==> config.mk <==
export PLATFORM = sky130hd
export DESIGN_NAME = anton_neopixel_pixel_loader
export DESIGN_NICKNAME = d
export VERILOG_FILES = /design/src/rtl/anton_neopixel_pixel_loader.sv
export SDC_FILE = /design/constraint.sdc
export NUM_CORES = 1
export LEC_CHECK = 0
export ABC_AREA = 1
export BUFFER_PORTS_ARGS = -buffer_cell sky130_fd_sc_hd__buf_4
export CAP_MARGIN = 20
export CORE_MARGIN = 10
export CORE_UTILIZATION = 48
export DETAILED_ROUTE_END_ITERATION = 8
export GPL_TIMING_DRIVEN = 1
export PLACE_DENSITY = 0.69
export SLEW_MARGIN = 10
export SYNTH_ARGS = -nofsm -noshare
export SYNTH_HDL_FRONTEND = slang
export SYNTH_SLANG_ARGS = --single-unit
==> constraint.sdc <==
create_clock -name busClk -period 2.2 [get_ports busClk]
set_input_delay 0.11 -clock busClk [delete_from_list [all_inputs] [get_ports busClk]]
set_output_delay 0.11 -clock busClk [all_outputs]
set_load 0.005 [all_outputs]
==> src/rtl/anton_neopixel_pixel_loader.sv <==
// anton_neopixel_pixel_loader: serialises GRB(W) pixels into byte-bus writes for the
// neopixel pixel buffer and launches the frame via regMax/control writes on the last pixel.
`ifndef BUFFER_END_DEFAULT
`define BUFFER_END_DEFAULT 14'h3EFF
`endif

module anton_neopixel_pixel_loader #(
   parameter logic [13:0] BUFFER_END = `BUFFER_END_DEFAULT,
   parameter logic [13:0] REG_MAX_LO = 14'h3F00,
   parameter logic [13:0] REG_MAX_HI = 14'h3F01,
   parameter logic [13:0] REG_CTRL   = 14'h3F02,
   parameter logic [7:0]  CTRL_VALUE = 8'h04,
   parameter bit          SAFE_WRITE = 1'b1
) (
   input  logic        busClk,
   input  logic        busResetN,
   input  logic        pixelValid,
   output logic        pixelReady,
   input  logic [31:0] pixelData,
   input  logic        pixelLast,
   input  logic        mode32,
   input  logic        neoState,
   output logic [13:0] busAddr,
   output logic [7:0]  busDataIn,
   output logic        busWrite,
   output logic        busy,
   output logic        overflow
);
   typedef enum logic [2:0] {IDLE, HOLD, ACCEPT, EMIT, MAXLO, MAXHI, CTRL} state_t;
   state_t      state_q;
   logic [31:0] pix_q;
   logic        last_q, m32_q;
   logic [1:0]  idx_q;
   logic [13:0] ptr_q;
   logic [7:0]  byte_d;
   logic [12:0] reg_max_d;
   logic        final_byte, hold_req;

   always_comb begin
      byte_d = idx_q == 2'd0 ? pix_q[15:8] :
               idx_q == 2'd1 ? pix_q[23:16] :
               idx_q == 2'd2 ? pix_q[7:0] : pix_q[31:24];
   end

   // The pointer only advances on real writes, so it is one past the last written byte.
   assign reg_max_d  = ptr_q == '0 ? '0 : ptr_q[12:0] - 13'd1;
   assign final_byte = idx_q == (m32_q ? 2'd3 : 2'd2);
   assign hold_req   = SAFE_WRITE && neoState;
   assign pixelReady = state_q == ACCEPT;

   always_ff @(posedge busClk or negedge busResetN) begin
      if (!busResetN) begin
         state_q   <= IDLE;
         pix_q     <= '0;
         last_q    <= 1'b0;
         m32_q     <= 1'b0;
         idx_q     <= '0;
         ptr_q     <= '0;
         busAddr   <= '0;
         busDataIn <= '0;
         busWrite  <= 1'b0;
         busy      <= 1'b0;
         overflow  <= 1'b0;
      end else begin
         busWrite <= 1'b0;
         case (state_q)
            IDLE: state_q <= hold_req ? HOLD : ACCEPT;
            HOLD: if (!neoState) state_q <= ACCEPT;
            ACCEPT: if (pixelValid) begin
               pix_q   <= pixelData;
               last_q  <= pixelLast;
               m32_q   <= mode32;
               idx_q   <= '0;
               busy    <= 1'b1;
               if (!busy) overflow <= 1'b0;
               state_q <= EMIT;
            end
            EMIT: begin
               if (ptr_q <= BUFFER_END) begin
                  busWrite  <= 1'b1;
                  busAddr   <= ptr_q;
                  busDataIn <= byte_d;
                  ptr_q     <= ptr_q + 14'd1;
               end else overflow <= 1'b1;
               idx_q <= idx_q + 2'd1;
               if (final_byte) state_q <= last_q ? MAXLO : (hold_req ? HOLD : ACCEPT);
            end
            MAXLO: begin
               busWrite  <= 1'b1;
               busAddr   <= REG_MAX_LO;
               busDataIn <= reg_max_d[7:0];
               state_q   <= MAXHI;
            end
            MAXHI: begin
               busWrite  <= 1'b1;
               busAddr   <= REG_MAX_HI;
               busDataIn <= {3'b000, reg_max_d[12:8]};
               state_q   <= CTRL;
            end
            CTRL: begin
               busWrite  <= 1'b1;
               busAddr   <= REG_CTRL;
               busDataIn <= CTRL_VALUE;
               ptr_q     <= '0;
               busy      <= 1'b0;
               state_q   <= IDLE;
            end
            default: state_q <= IDLE;
         endcase
      end
   end
endmodule

==> impl_metrics.env, run 1 <==
export IMPL_place_inst=613
export IMPL_port_buffers=63
export IMPL_globalRouteTotalUtil=0.165
export IMPL_cp_start_kind="flop"
export IMPL_leakagePower_nw=2.46
export IMPL_cp_top_family="simple AND/OR/NAND/NOR gates"
export IMPL_ys_warn_count=0
export IMPL_synth_fp_nets=499
export IMPL_hold_viol=0
export IMPL_coreArea_sq_um=8130
export IMPL_num_fill_cells=680
export IMPL_yosys_top_cells_area="dfrtp_1 (49%), nand2_1 (10%), mux2_1 (7.1%), o21ai_0 (4.5%), inv_1 (3.6%)"
export IMPL_clk_latency_ns=0.35
export IMPL_synth_top_area_frac=0.491
export IMPL_synth_xor_area_frac=0.0110
export IMPL_cp_cell_sequence="nand2_1 -> nor2_2 -> nand3_1 -> nand2_4 -> buf_4 -> nand2_1 -> nand4_1 -> o21ai_0"
export IMPL_drtPass1Iterations=4
export IMPL_p_per_area_nw_per_um2=1250
export IMPL_synthMuxAreaShare=0.0818
export IMPL_path_max_fanout=21
export IMPL_drcViolationCount=0
export IMPL_synth_edff_count=0
export IMPL_final_nets=596
export IMPL_synth_compound_area_frac=0.108
export IMPL_hold_buffers=33
export IMPL_ant_nets=0
export IMPL_grt_overflow=0
export IMPL_relSlewSlack=0.676
export IMPL_cts_root_buf="clkbuf_8"
export IMPL_area_delta_synth_final_pct=28.0
export IMPL_synth_top_family_by_area="simple AND/OR/NAND/NOR gates"
export IMPL_ys_seq_area_frac=0.491
export IMPL_worstPathRequired_ns=2.42
export IMPL_drv_cap=0
export IMPL_via_per_inst=5.13
export IMPL_hp_class="in -> reg"
export IMPL_yosys_area_share_simple=0.226
export IMPL_synthAdderAreaFrac=0.0189
export IMPL_cts_sinks=78
export IMPL_place_hpwl_um=7430
export IMPL_ys_ff_latch=78
export IMPL_grt_pass1_wl_um=17100
export IMPL_diodes=0
export IMPL_die_area_sq_um=12300
export IMPL_fin_crit_ns=1.84
export IMPL_grt_pass1_vias=3522
export IMPL_syn_area_sq_um=3980
export IMPL_cts_max_path_buffers=2
export IMPL_start_util=0.489
export IMPL_synth_distinct_cells=35
export IMPL_htreeDepth=3
export IMPL_drv_slew=0
export IMPL_synth_common_cells="nand2_1 (111), dfrtp_1 (78), inv_1 (38)"
export IMPL_num_rows=33
export IMPL_finalSetupTns_ns=0
export IMPL_ir_worst_vdd_mv=0.623
export IMPL_antenna_found_initial=0
export IMPL_critPathArrivalTime_ns=2.06
export IMPL_skew_ns=0.00802
export IMPL_tightest_slew_ns=0.484
export IMPL_chipHeight_um=111
export IMPL_yosysMostFrequentCell="nand2_1"
export IMPL_gp_congestion=0.937
export IMPL_multi_input_area_sq_um=1770
export IMPL_cpMostUsedCell="nand2_1"
export IMPL_seq_area_sq_um=1950
export IMPL_max_freq_ghz=0.544
export IMPL_vias=3399
export IMPL_cp_slowest_stage_delay_ns=0.47
export IMPL_drive_gt1_frac=0.201
export IMPL_cts_tree="built"
export IMPL_wire_per_inst_um=15.1
export IMPL_finalSetupViolations=0
export IMPL_first_iter_violations=140
export IMPL_grt_max_degree=44
export IMPL_rsz0062_at_grt="false"
export IMPL_die_w_um=111
export IMPL_synthCells=455
export IMPL_avgSynthCellArea_sq_um=8.74
export IMPL_endpoint_kind="flop"
export IMPL_wl_um=10000
export IMPL_status="completed"
export IMPL_path_class="reg -> reg"
export IMPL_cts_resized=0
export IMPL_clk_pin_slew_ns=0.08
export IMPL_fin_cells=662
export IMPL_numCtsBuffers=9
export IMPL_post_cts_buffers=0
export IMPL_synth_ff_type="dfrtp_1"
export IMPL_fin_crit_sh=0.836
export IMPL_worst_path_buf_inv=1
export IMPL_ys_async_sr_fraction=1.00
export IMPL_num_io_pins=64
export IMPL_yosysTopAreaCell="dfrtp_1"
export IMPL_cp_slowest_cell="dfrtp_1"
export IMPL_hold_slack_ns=0.0269
==> placed cells by master, fill, tap and decap left out, drive strengths merged <==
cell         instances
mux2                28
a31oi                1
nor2                43
o211ai               8
dlygate4sd3         33
inv                 46
ha                   6
a21oi               24
clkbuf              11
mux2i                1
nand3               24
clkinvlp             2
nand2              115
dfrtp               78
nor3                11
o21ai               41
a22oi                1
clkinv               1
buf                 69
a211oi               2
xor2                 5
o211a                1
nand4                6
==> report_power, final <==
group	switching, mW	leakage, nW	internal [mW]
Sequential	0.405	0.955	2.04
Clock	0.544	0.0926	0.481
Combinational	1.66	1.41	1.22
Total	2.61	2.46	3.74
==> flip-flops by register name, summed over array words and instances (netlist names), 2 cells and up <==
name	cells
pix_q	32
busAddr	14
ptr_q	14
busDataIn	8
state_q	3
idx_q	2
==> routing by layer <==
layer  track usage  routed length [um]  vias up
met1         0.195                4380     1621
met5             0                   0        -
met2         0.280                4980       78
li1              -                   -     1686
met4        0.0463                 116        0
met3        0.0514                 539       14
==> stage by stage <==
step                total power [mW]  utilization  setup slack [ns]  instance area, sq um
floorplan                       4.34            -             0.632                  3980
global placement                5.23        0.562             0.462                  4570
detailed placement              5.34        0.562             0.395                  4570
CTS                             6.43        0.626             0.375                  5090
global route                    6.92        0.626             0.164                  5090
finish                          6.35        0.626             0.361                  5090
==> worst reg2reg max path, cell delays in order, from the launching register on <==
cell and delay (ns):
dfrtp_1 0.47, nand2_1 0.10, nor2_2 0.13, nand3_1 0.20
nand2_4 0.16, buf_4 0.26, nand2_1 0.16, nand4_1 0.12
o21ai_0 0.11
==> final cells by class <==
class / count / share of cell area
Clock buffer: 11 / 0.0297
Clock inverter: 5 / 0.00811
Inverter: 44 / 0.0329
Multi-Input combinational cell: 317 / 0.348
Sequential cell: 78 / 0.383
Tap cell: 105 / 0.0258
Timing Repair Buffer: 102 / 0.172
==> path summary, 6_finish.rpt <==
kind / from / end / slack (ns) / cells past startpoint
max in group asynchronous: busResetN / pix_q[19] / 1.36 / 3
worst max-delay path: ptr_q[11] / ptr_q[11] / 0.36 / 8
min in group asynchronous: busResetN / busAddr[10] / 0.25 / 2
worst min register to register: busAddr[6] / busAddr[6] / 0.49 / 2
worst min-delay path: pixelData[8] / pix_q[8] / 0.03 / 3
worst max register to register: ptr_q[11] / ptr_q[11] / 0.36 / 8
==> cell families after synthesis <==
family / count (synthesis)
flip-flops: 78
adder cells (fa/ha/maj): 6
XOR/XNOR: 5
AND/OR/NAND/NOR: 199
multiplexers: 29
AO/OA/AOI/OAI: 78
buffers and inverters: 60
Note: power is estimated with default switching activity, not from simulation.
==> run 2, diff against run 1 <==
==> constraint.sdc (replaced) <==
create_clock -name busClk -period 1.8 [get_ports busClk]
set_input_delay 0.09 -clock busClk [delete_from_list [all_inputs] [get_ports busClk]]
set_output_delay 0.09 -clock busClk [all_outputs]
set_load 0.005 [all_outputs]
==> run 2 against run 1 <==
Compared with the run above: global-route usage grew 1.1 points; power grew 30%; count of clock-buffer cells in the layout shrank 2; sequential share of layout area shrank 1.6 points; critical endpoint is now ptr_q[4]; largest cell class unchanged.
==> impl_metrics.env, run 2 (same netlist as run 1, synthesis figures left out) <==
export IMPL_finalSetupTns_ns=0
export IMPL_vias=3530
export IMPL_path_class="reg -> reg"
export IMPL_tightest_slew_ns=0.526
export IMPL_hp_class="in -> reg"
export IMPL_p_per_area_nw_per_um2=1550
export IMPL_first_iter_violations=135
export IMPL_area_delta_synth_final_pct=33.7
export IMPL_rr_startpoint="ptr_q[9]"
export IMPL_cts_sinks=78
export IMPL_rsz0062_at_grt="false"
export IMPL_whs_endpoint="state_q[1]"
export IMPL_hold_viol=0
export IMPL_wire_per_inst_um=15.7
export IMPL_ir_worst_vdd_mv=0.828
export IMPL_skew_ns=0.00996
export IMPL_gp_congestion=0.877
export IMPL_status="completed"
export IMPL_cp_slowest_cell="dfrtp_1"
export IMPL_finalSetupViolations=0
export IMPL_endpoint_kind="flop"
export IMPL_cp_start_kind="flop"
export IMPL_r2r_end="ptr_q[4]"
export IMPL_fin_crit_sh=0.938
export IMPL_min_from="neoState"
export IMPL_fin_crit_ns=1.69
export IMPL_coreArea_sq_um=8130
export IMPL_grt_pass1_vias=3639
export IMPL_clk_latency_ns=0.37
export IMPL_max_freq_ghz=0.592
export IMPL_wl_um=10700
export IMPL_drv_cap=0
export IMPL_cts_root_buf="clkbuf_8"
export IMPL_place_hpwl_um=7830
export IMPL_chipHeight_um=111
export IMPL_multi_input_area_sq_um=1820
export IMPL_largest_reg_flops=32
export IMPL_globalRouteTotalUtil=0.175
export IMPL_final_core_util=0.654
export IMPL_place_inst=631
export IMPL_cts_tree="built"
export IMPL_fin_cells=683
export IMPL_final_common_cell="nand2_1"
export IMPL_relSlewSlack=0.649
export IMPL_cp_slowest_stage_delay_ns=0.45
export IMPL_numCtsBuffers=9
export IMPL_grt_pass1_wl_um=18000
export IMPL_htreeDepth=3
export IMPL_grt_max_degree=44
export IMPL_via_per_inst=5.17
export IMPL_regMostFlops="pix_q"
export IMPL_cpMostUsedCell="nand2_1"
export IMPL_ant_nets=0
export IMPL_final_cell_mix="nand2_1 (111), buf_4 (86), dfrtp_1 (77)"
export IMPL_ff2ff_setup_slack_ns=0.11
export IMPL_num_fill_cells=654
export IMPL_worstPathRequired_ns=2.10
export IMPL_start_util=0.489
export IMPL_critPathArrivalTime_ns=1.99
export IMPL_leakagePower_nw=2.56
export IMPL_cp_cell_sequence="nand2_1 -> inv_1 -> nand3_1 -> nand2_4 -> inv_2 -> nand2_1 -> o21ai_1 -> nand2_1 -> nor2_1"
export IMPL_path_max_fanout=14
export IMPL_drive_gt1_frac=0.247
export IMPL_drv_slew=0
export IMPL_num_io_pins=64
export IMPL_antenna_found_initial=0
export IMPL_drtPass1Iterations=4
export IMPL_die_w_um=111
export IMPL_seq_area_sq_um=1950
export IMPL_grt_overflow=0
export IMPL_cts_max_path_buffers=2
export IMPL_num_rows=33
export IMPL_top_regs="pix_q: 32 flops, busAddr: 14 flops, ptr_q: 14 flops"
export IMPL_drcViolationCount=0
export IMPL_clk_pin_slew_ns=0.09
export IMPL_whs_path_depth=3
export IMPL_port_buffers=63
export IMPL_ff2ff_path_depth=9
export IMPL_diodes=0
export IMPL_die_area_sq_um=12300
export IMPL_final_nets=617
-- run 2: area by class of cell --
class                           instances  share of cell area
Tap cell                              105              0.0247
Clock buffer                            9              0.0233
Sequential cell                        78               0.367
Timing Repair Buffer                  123               0.195
Clock inverter                          7              0.0151
Inverter                               44              0.0322
Multi-Input combinational cell        317               0.343
-- run 2: worst max path at each step --
stage,start,endpoint,depth (start not counted)
after global routing,ptr_q[4],ptr_q[10],8
after global placement,idx_q[0],busDataIn[7],11
final,ptr_q[9],ptr_q[4],9
after CTS,idx_q[1],busDataIn[7],9
after floorplan,idx_q[0],busDataIn[0],10
after detailed placement,idx_q[1],busDataIn[7],9
-- run 2: report_power, final --
part / internal (mW) / switching [mW]
Sequential: 2.49 / 0.504
Clock: 0.662 / 0.721
Combinational: 1.69 / 2.18
-- run 2: critical path: cells and delay by family (launching register included) --
| family | cells | cell delay (ns) |
|---|---|---|
| and+or+nand+nor | 6 | 0.73 |
| DFF | 1 | 0.45 |
| buffers and inverters | 2 | 0.30 |
| AOI/OAI and AO/OA | 1 | 0.13 |
-- run 2: repair_timing --
item                                    4_1_cts  5_1_grt
endpoints found under the hold margin        73        0
endpoints found under the setup margin        0        9
hold buffers                                 35        0
resized for setup                             0       16
buffers inserted                              0        1
-- run 2: through the flow --
| step | area (sq um) | worst slack (ns) | power [mW] | hold slack, ns |
|---|---|---|---|---|
| 4_1_cts | 5260 | 0.00613 | 8.14 | 0.0416 |
| 2_1_floorplan | 3980 | 0.232 | 5.31 | -0.206 |
| 3_5_place_dp | 4700 | 0.0280 | 6.68 | 0.107 |
| 6_report | 5320 | 0.112 | 8.24 | 0.0481 |
| 3_3_place_gp | 4700 | 0.0948 | 6.56 | 0.104 |
| 5_1_grt | 5320 | 0.00316 | 8.93 | 0.0461 |
-- run 2: per-layer routing --
layer	up-vias	track usage	routed length (um)	part of all wire
met3	15	0.0395	523	0.049
li1	1736	-	-	-
met1	1694	0.201	4470	0.42
met5	-	0	0	0
met2	85	0.311	5540	0.52
met4	0	0.0634	190	0.018
